===== config.mk =====
export PLATFORM = sky130hd
export DESIGN_NAME = data_memory_arbiter
export DESIGN_NICKNAME = d
export VERILOG_FILES = /design/src/rtl/data_mem_arb_pkg.sv /design/src/rtl/data_memory_arbiter_rr_arbiter2.sv /design/src/rtl/data_memory_arbiter.sv
export SDC_FILE = /design/constraint.sdc
export NUM_CORES = 1
export LEC_CHECK = 0
export CAP_MARGIN = 20
export CORE_UTILIZATION = 44
export CTS_CLUSTER_SIZE = 40
export DETAILED_ROUTE_END_ITERATION = 8
export PLACE_DENSITY = 0.87
export SYNTH_ARGS = -nofsm -noshare
export SYNTH_HDL_FRONTEND = slang
export SYNTH_HIERARCHICAL = 1
export SYNTH_SLANG_ARGS = --single-unit

===== constraint.sdc =====
create_clock -name clk_i -period 4.6 [get_ports clk_i]
set_input_delay 0.92 -clock clk_i [delete_from_list [all_inputs] [get_ports clk_i]]
set_output_delay 0.92 -clock clk_i [all_outputs]
set_load 0.02 [all_outputs]

===== src/rtl/data_mem_arb_pkg.sv =====
// -----------------------------------------------------------------------------
// data_mem_arb_pkg
// Shared definitions for the two-port data memory arbiter.
//   arb_state_t      : FSM state encoding (IDLE, ACCESS, RESP)
//   NUM_PORTS        : number of requesters sharing the memory
//   DEF_MEM_LATENCY  : default memory latency in cycles (>= 1)
//   DEF_DEPTH        : default number of 32-bit words in the data memory
// -----------------------------------------------------------------------------
package data_mem_arb_pkg;

   typedef enum logic [1:0] {
      IDLE   = 2'd0,
      ACCESS = 2'd1,
      RESP   = 2'd2
   } arb_state_t;

   localparam int NUM_PORTS       = 2;
   localparam int DEF_MEM_LATENCY = 2;
   localparam int DEF_DEPTH       = 8;

   // Counter width able to hold MEM_LATENCY-1; never narrower than one bit.
   function automatic int cnt_width(input int latency);
      return (latency > 1) ? $clog2(latency) : 1;
   endfunction

endpackage


===== src/rtl/data_memory_arbiter_rr_arbiter2.sv =====
// -----------------------------------------------------------------------------
// rr_arbiter2
// Combinational two-way round-robin grant. On a tie the port that did not win
// last time is chosen; a lone requester always wins.
//   req         in  [1:0]  request lines
//   last_grant  in  1      index of the most recently granted port
//   grant_valid out 1      any request present
//   grant_idx   out 1      index of the granted port (meaningful with grant_valid)
// -----------------------------------------------------------------------------
module rr_arbiter2 (
   input  logic [1:0] req,
   input  logic       last_grant,
   output logic       grant_valid,
   output logic       grant_idx
);

   always_comb begin
      grant_valid = |req;
      if (req == 2'b11) begin
         grant_idx = ~last_grant;
      end else begin
         grant_idx = req[1];
      end
   end

endmodule


===== src/rtl/data_memory_arbiter.sv =====
// -----------------------------------------------------------------------------
// data_memory_arbiter
// Shares a single-ported, word-addressed data memory between the CPU MEM stage
// (port 0) and a secondary master (port 1). Each access runs IDLE -> ACCESS
// (MEM_LATENCY cycles) -> RESP, or IDLE -> RESP when the address is misaligned
// or beyond DEPTH words. All outputs are registered.
//   clk_i, rst_i                 clock, async active-low reset
//   reqN_i, weN_i, addrN_i,      port N request, write flag, byte address,
//   wdataN_i                     write data (held until ackN_o)
//   ackN_o, rdataN_o             port N one-cycle completion, read data
//   err_o                        pulses with ack for a rejected access
//   mem_addr_o, mem_we_o,        memory address (word aligned), write strobe,
//   mem_re_o, mem_wdata_o,       read enable, write data,
//   mem_rdata_i                  read data
//   busy_o                       high whenever the FSM is not IDLE
// -----------------------------------------------------------------------------
module data_memory_arbiter
   import data_mem_arb_pkg::*;
#(
   parameter int MEM_LATENCY = DEF_MEM_LATENCY,
   parameter int DEPTH       = DEF_DEPTH,
   parameter int ADDR_W      = 32
) (
   input  logic              clk_i,
   input  logic              rst_i,
   input  logic              req0_i,
   input  logic              we0_i,
   input  logic [ADDR_W-1:0] addr0_i,
   input  logic [31:0]       wdata0_i,
   output logic              ack0_o,
   output logic [31:0]       rdata0_o,
   input  logic              req1_i,
   input  logic              we1_i,
   input  logic [ADDR_W-1:0] addr1_i,
   input  logic [31:0]       wdata1_i,
   output logic              ack1_o,
   output logic [31:0]       rdata1_o,
   output logic              err_o,
   output logic [ADDR_W-1:0] mem_addr_o,
   output logic              mem_we_o,
   output logic              mem_re_o,
   output logic [31:0]       mem_wdata_o,
   input  logic [31:0]       mem_rdata_i,
   output logic              busy_o
);

   localparam int CNT_W = cnt_width(MEM_LATENCY);

   // Per-port views of the request inputs.
   logic [NUM_PORTS-1:0] req_vec;
   logic [NUM_PORTS-1:0] we_vec;
   logic [ADDR_W-1:0]    addr_arr  [NUM_PORTS];
   logic [31:0]          wdata_arr [NUM_PORTS];

   assign req_vec      = {req1_i, req0_i};
   assign we_vec       = {we1_i, we0_i};
   assign addr_arr[0]  = addr0_i;
   assign addr_arr[1]  = addr1_i;
   assign wdata_arr[0] = wdata0_i;
   assign wdata_arr[1] = wdata1_i;

   // FSM and registered outputs.
   arb_state_t           state_reg;
   logic [CNT_W-1:0]     cnt_reg;
   logic                 grant_reg;
   logic                 last_grant_reg;
   logic                 we_reg;
   logic [NUM_PORTS-1:0] ack_reg;
   logic [31:0]          rdata_reg [NUM_PORTS];
   logic                 err_reg;
   logic [ADDR_W-1:0]    mem_addr_reg;
   logic                 mem_we_reg;
   logic                 mem_re_reg;
   logic [31:0]          mem_wdata_reg;
   logic                 busy_reg;

   // Arbitration and selection of the winning request.
   logic              grant_valid;
   logic              grant_idx;
   logic              sel_we;
   logic [ADDR_W-1:0] sel_addr;
   logic [31:0]       sel_wdata;
   logic              sel_bad;

   rr_arbiter2 u_rr_arbiter2 (
      .req         (req_vec),
      .last_grant  (last_grant_reg),
      .grant_valid (grant_valid),
      .grant_idx   (grant_idx)
   );

   always_comb begin
      sel_we    = we_vec[grant_idx];
      sel_addr  = addr_arr[grant_idx];
      sel_wdata = wdata_arr[grant_idx];
      sel_bad   = (sel_addr[1:0] != 2'b00) ||
                  ((sel_addr >> 2) >= ADDR_W'(DEPTH));
   end

   always_ff @(posedge clk_i or negedge rst_i) begin
      if (!rst_i) begin
         state_reg      <= IDLE;
         cnt_reg        <= '0;
         grant_reg      <= 1'b0;
         last_grant_reg <= 1'b1;   // makes port 0 win the first tie
         we_reg         <= 1'b0;
         ack_reg        <= '0;
         rdata_reg[0]   <= '0;
         rdata_reg[1]   <= '0;
         err_reg        <= 1'b0;
         mem_addr_reg   <= '0;
         mem_we_reg     <= 1'b0;
         mem_re_reg     <= 1'b0;
         mem_wdata_reg  <= '0;
         busy_reg       <= 1'b0;
      end else begin
         // Pulsed outputs: high for exactly one cycle when set below.
         ack_reg    <= '0;
         err_reg    <= 1'b0;
         mem_we_reg <= 1'b0;

         case (state_reg)
            IDLE: begin
               if (grant_valid) begin
                  grant_reg      <= grant_idx;
                  last_grant_reg <= grant_idx;
                  we_reg         <= sel_we;
                  busy_reg       <= 1'b1;
                  if (sel_bad) begin
                     // Rejected: answer next cycle without touching memory.
                     state_reg            <= RESP;
                     ack_reg[grant_idx]   <= 1'b1;
                     err_reg              <= 1'b1;
                     rdata_reg[grant_idx] <= '0;
                  end else begin
                     state_reg     <= ACCESS;
                     cnt_reg       <= CNT_W'(MEM_LATENCY - 1);
                     mem_addr_reg  <= {sel_addr[ADDR_W-1:2], 2'b00};
                     mem_wdata_reg <= sel_wdata;
                     // Write strobe only in the first ACCESS cycle.
                     mem_we_reg    <= sel_we;
                     mem_re_reg    <= ~sel_we;
                  end
               end
            end

            ACCESS: begin
               if (cnt_reg == '0) begin
                  state_reg            <= RESP;
                  mem_re_reg           <= 1'b0;
                  ack_reg[grant_reg]   <= 1'b1;
                  rdata_reg[grant_reg] <= we_reg ? 32'h0 : mem_rdata_i;
               end else begin
                  cnt_reg <= cnt_reg - 1'b1;
               end
            end

            RESP: begin
               state_reg <= IDLE;
               busy_reg  <= 1'b0;
            end

            default: begin
               state_reg  <= IDLE;
               busy_reg   <= 1'b0;
               mem_re_reg <= 1'b0;
            end
         endcase
      end
   end

   assign ack0_o      = ack_reg[0];
   assign ack1_o      = ack_reg[1];
   assign rdata0_o    = rdata_reg[0];
   assign rdata1_o    = rdata_reg[1];
   assign err_o       = err_reg;
   assign mem_addr_o  = mem_addr_reg;
   assign mem_we_o    = mem_we_reg;
   assign mem_re_o    = mem_re_reg;
   assign mem_wdata_o = mem_wdata_reg;
   assign busy_o      = busy_reg;

endmodule


==> run metrics <==
status finished clean; fraction of the yosys area taken by sequential cells 0.577; crit end category flop; Synth Area in Adders 0; total gr overflow 0; clk slew on worst S/H paths ~0.060 ns; Starting Density 0.452; min cycle time layout 3.26 ns; cts hold-fix bufs 0; Post-DP Area 9100 um^2; Post-Synth Simple-Gate Area 0.187; IO Port Bufs 297; initial antenna violation count 1; Post-Synth XOR/XNOR Area 0; Die ar. 14100 um^2; HPWL Detailed 13600 um; largest net degree at the start of global routing 112; Max-Cap Viols 0; drt total wl roughly 19000 um; Distinct cells, synth 37; clk_skew 0.0103 ns; Pleak 0.00421 uW; # clock sinks 138; clk root buf clkbuf_16; mux cell area share after synthesis 0.141; CTS Buf Count 17; routed len/inst 18.3 um; Critical Path AT 3.56 ns; final setup fails 0; fill count 873; placed cell count 1004; Worst-Margin Slew 0.978 ns; VDD IR max between 0.2 and 0.25 mV; Relative slew margins 0.348; Die H 119 um; hold depth 1; most frequent cells in the layout clkdlybuf4s50_1 (296), dfrtp_1 (137), nand2_1 (136); Worst setup SP type input port; Synth Area per Inst 10.7 um^2; RSZ-0062 raised after global routing no; Yosys top cell area share 0.572; Final Max Slew Viols 0; yosys warns 6; Hold Path Class flop to flop; main combinational cell family by area after synthesis simple AND/OR/NAND/NOR gates; postcts setup bufs 0; # H-tree levels 4; Placer Congestion about 0.89; Crit Path Max Fanout 66; Synth area leader dfrtp_1; DRT antenna net count 0; Synth Area in Compound Gates 0.0654; Fmax achieved 307 MHz; drt drc 0; via count 5408; reg2reg path depth 7; fin area 9830 um^2; first-pass GRT wire length 29900 um; leading cell types by total area after synthesis dfrtp_1 (57%), mux2_2 (11%), nand2_1 (8.5%); crit path kind input port to flop; required time of the critical path 4.90 ns; NumNets Final 1017; ports placed on the boundary 300; Final period util 0.709; clock buffer depth 2; Final Power 2990 uW; area grow syn2layout 64.1%; area of the multi-input gates 2390 um^2; Power Density 305 nW/um^2; #FFs+latches synth 138; Worst-Skew Late Latency ~0.41 ns; Die X roughly 120 um; FP Rows 42; vias per cell 5.19; Total GRT Usage 0.276; ratio of cells with drive above 1 in the final layout 0.141; TritonCTS clock tree done; vias in the first global route 5741; most common cell after layout, fill and taps aside clkdlybuf4s50_1; post-CTS resize count 0; synthesized instance count 560; CORE AREA between 10000 and 15000 um^2; Final Hold Fails 0; final cell count without fillers 1042; Setup TNS 0 ns; Sequential Area 3450 um^2; Detailed Route Iter0 Violations 392; DR pass1 iterations 5; synthesized cell area between 5000 and 6000 um^2
-- worst max-delay path: stages --
cell             delay, ns
clkdlybuf4s50_1       0.49
a21boi_4              0.34
or4b_1                0.46
o22a_1                0.24
nor3_2                0.23
nand3_2               0.08
buf_4                 0.35
mux2_4                0.40
-- metrics by stage --
stage | utilization | hold slack [ns] | worst slack, ns
5_1_grt | 0.742 | 0.505 | 1.15
3_3_place_gp | 0.687 | 0.469 | 1.04
4_1_cts | 0.734 | 0.493 | 1.35
3_5_place_dp | 0.687 | 0.470 | 0.936
2_1_floorplan | - | 0.439 | 1.68
6_report | 0.742 | 0.491 | 1.34
-- kinds of logic after synthesis --
kind of cell	count (synthesis)
muxes	72
and+or+nand+nor	235
buffers and inverters	39
other	1
DFF	138
AOI/OAI and AO/OA	75
-- area by class of cell --
type | count | area share
flip-flops and latches | 138 | 0.351
repair buffers | 308 | 0.319
multi-input cells | 384 | 0.243
clock buffers | 17 | 0.0433
well taps | 176 | 0.0224
clock inverters | 15 | 0.0193
inverters | 2 | 0.000764
diodes | 2 | 0.000509
-- Yosys cell counts --
cell      count
and4_1        1
a21boi_1      1
or3_1         1
a22oi_1       1
nor3b_1       1
nor4_1       13
mux2_2       61
or4b_1        1
nand2b_1      1
or4_1         1
and2_0        1
nand3_1       1
o22ai_1       1
inv_1         2
nand2_1     136
buf_2         2
buf_4         2
or2_1         1
a211o_1       1
a21oi_1      66
mux2i_1       2
conb_1        1
o22a_1        1
o21ai_0       3
buf_6         3
or2_2         1
and2_1       29
a21boi_0      1
clkbuf_1     30
mux2_4        9
dfrtp_1     137
dfstp_2       1
nor3_2        1
nor2b_1      33
nor2_1        6
nor3_1        5
nand4_1       2
-- layer usage --
layer  up-vias  part of all wire  track usage
met4         0             0.030        0.128
met5         -                 0            0
met3        46             0.096        0.101
met1      2620              0.39        0.325
met2       289              0.49        0.450
li1       2453                 -            -
-- power by group --
group / total, uW / internal, uW / switching (uW)
registers: 1240 / 1230 / 14.3
logic: 347 / 199 / 148
clock network: 1410 / 861 / 546
total: 2990 / 2290 / 708
-- worst paths after layout --
kind / from / endpoint / slack, ns
worst min register to register: mem_addr_o[24] / mem_addr_o[24] / 0.49
worst min-delay path: mem_addr_o[24] / mem_addr_o[24] / 0.49
worst max-delay path: req1_i / mem_addr_o[4] / 1.34
min in group asynchronous: rst_i / rdata0_o[22] / 0.64
worst max register to register: last_grant_reg / mem_addr_o[4] / 1.95
max in group asynchronous: rst_i / rdata1_o[10] / 3.02
Power figures use the tool's default switching activity.
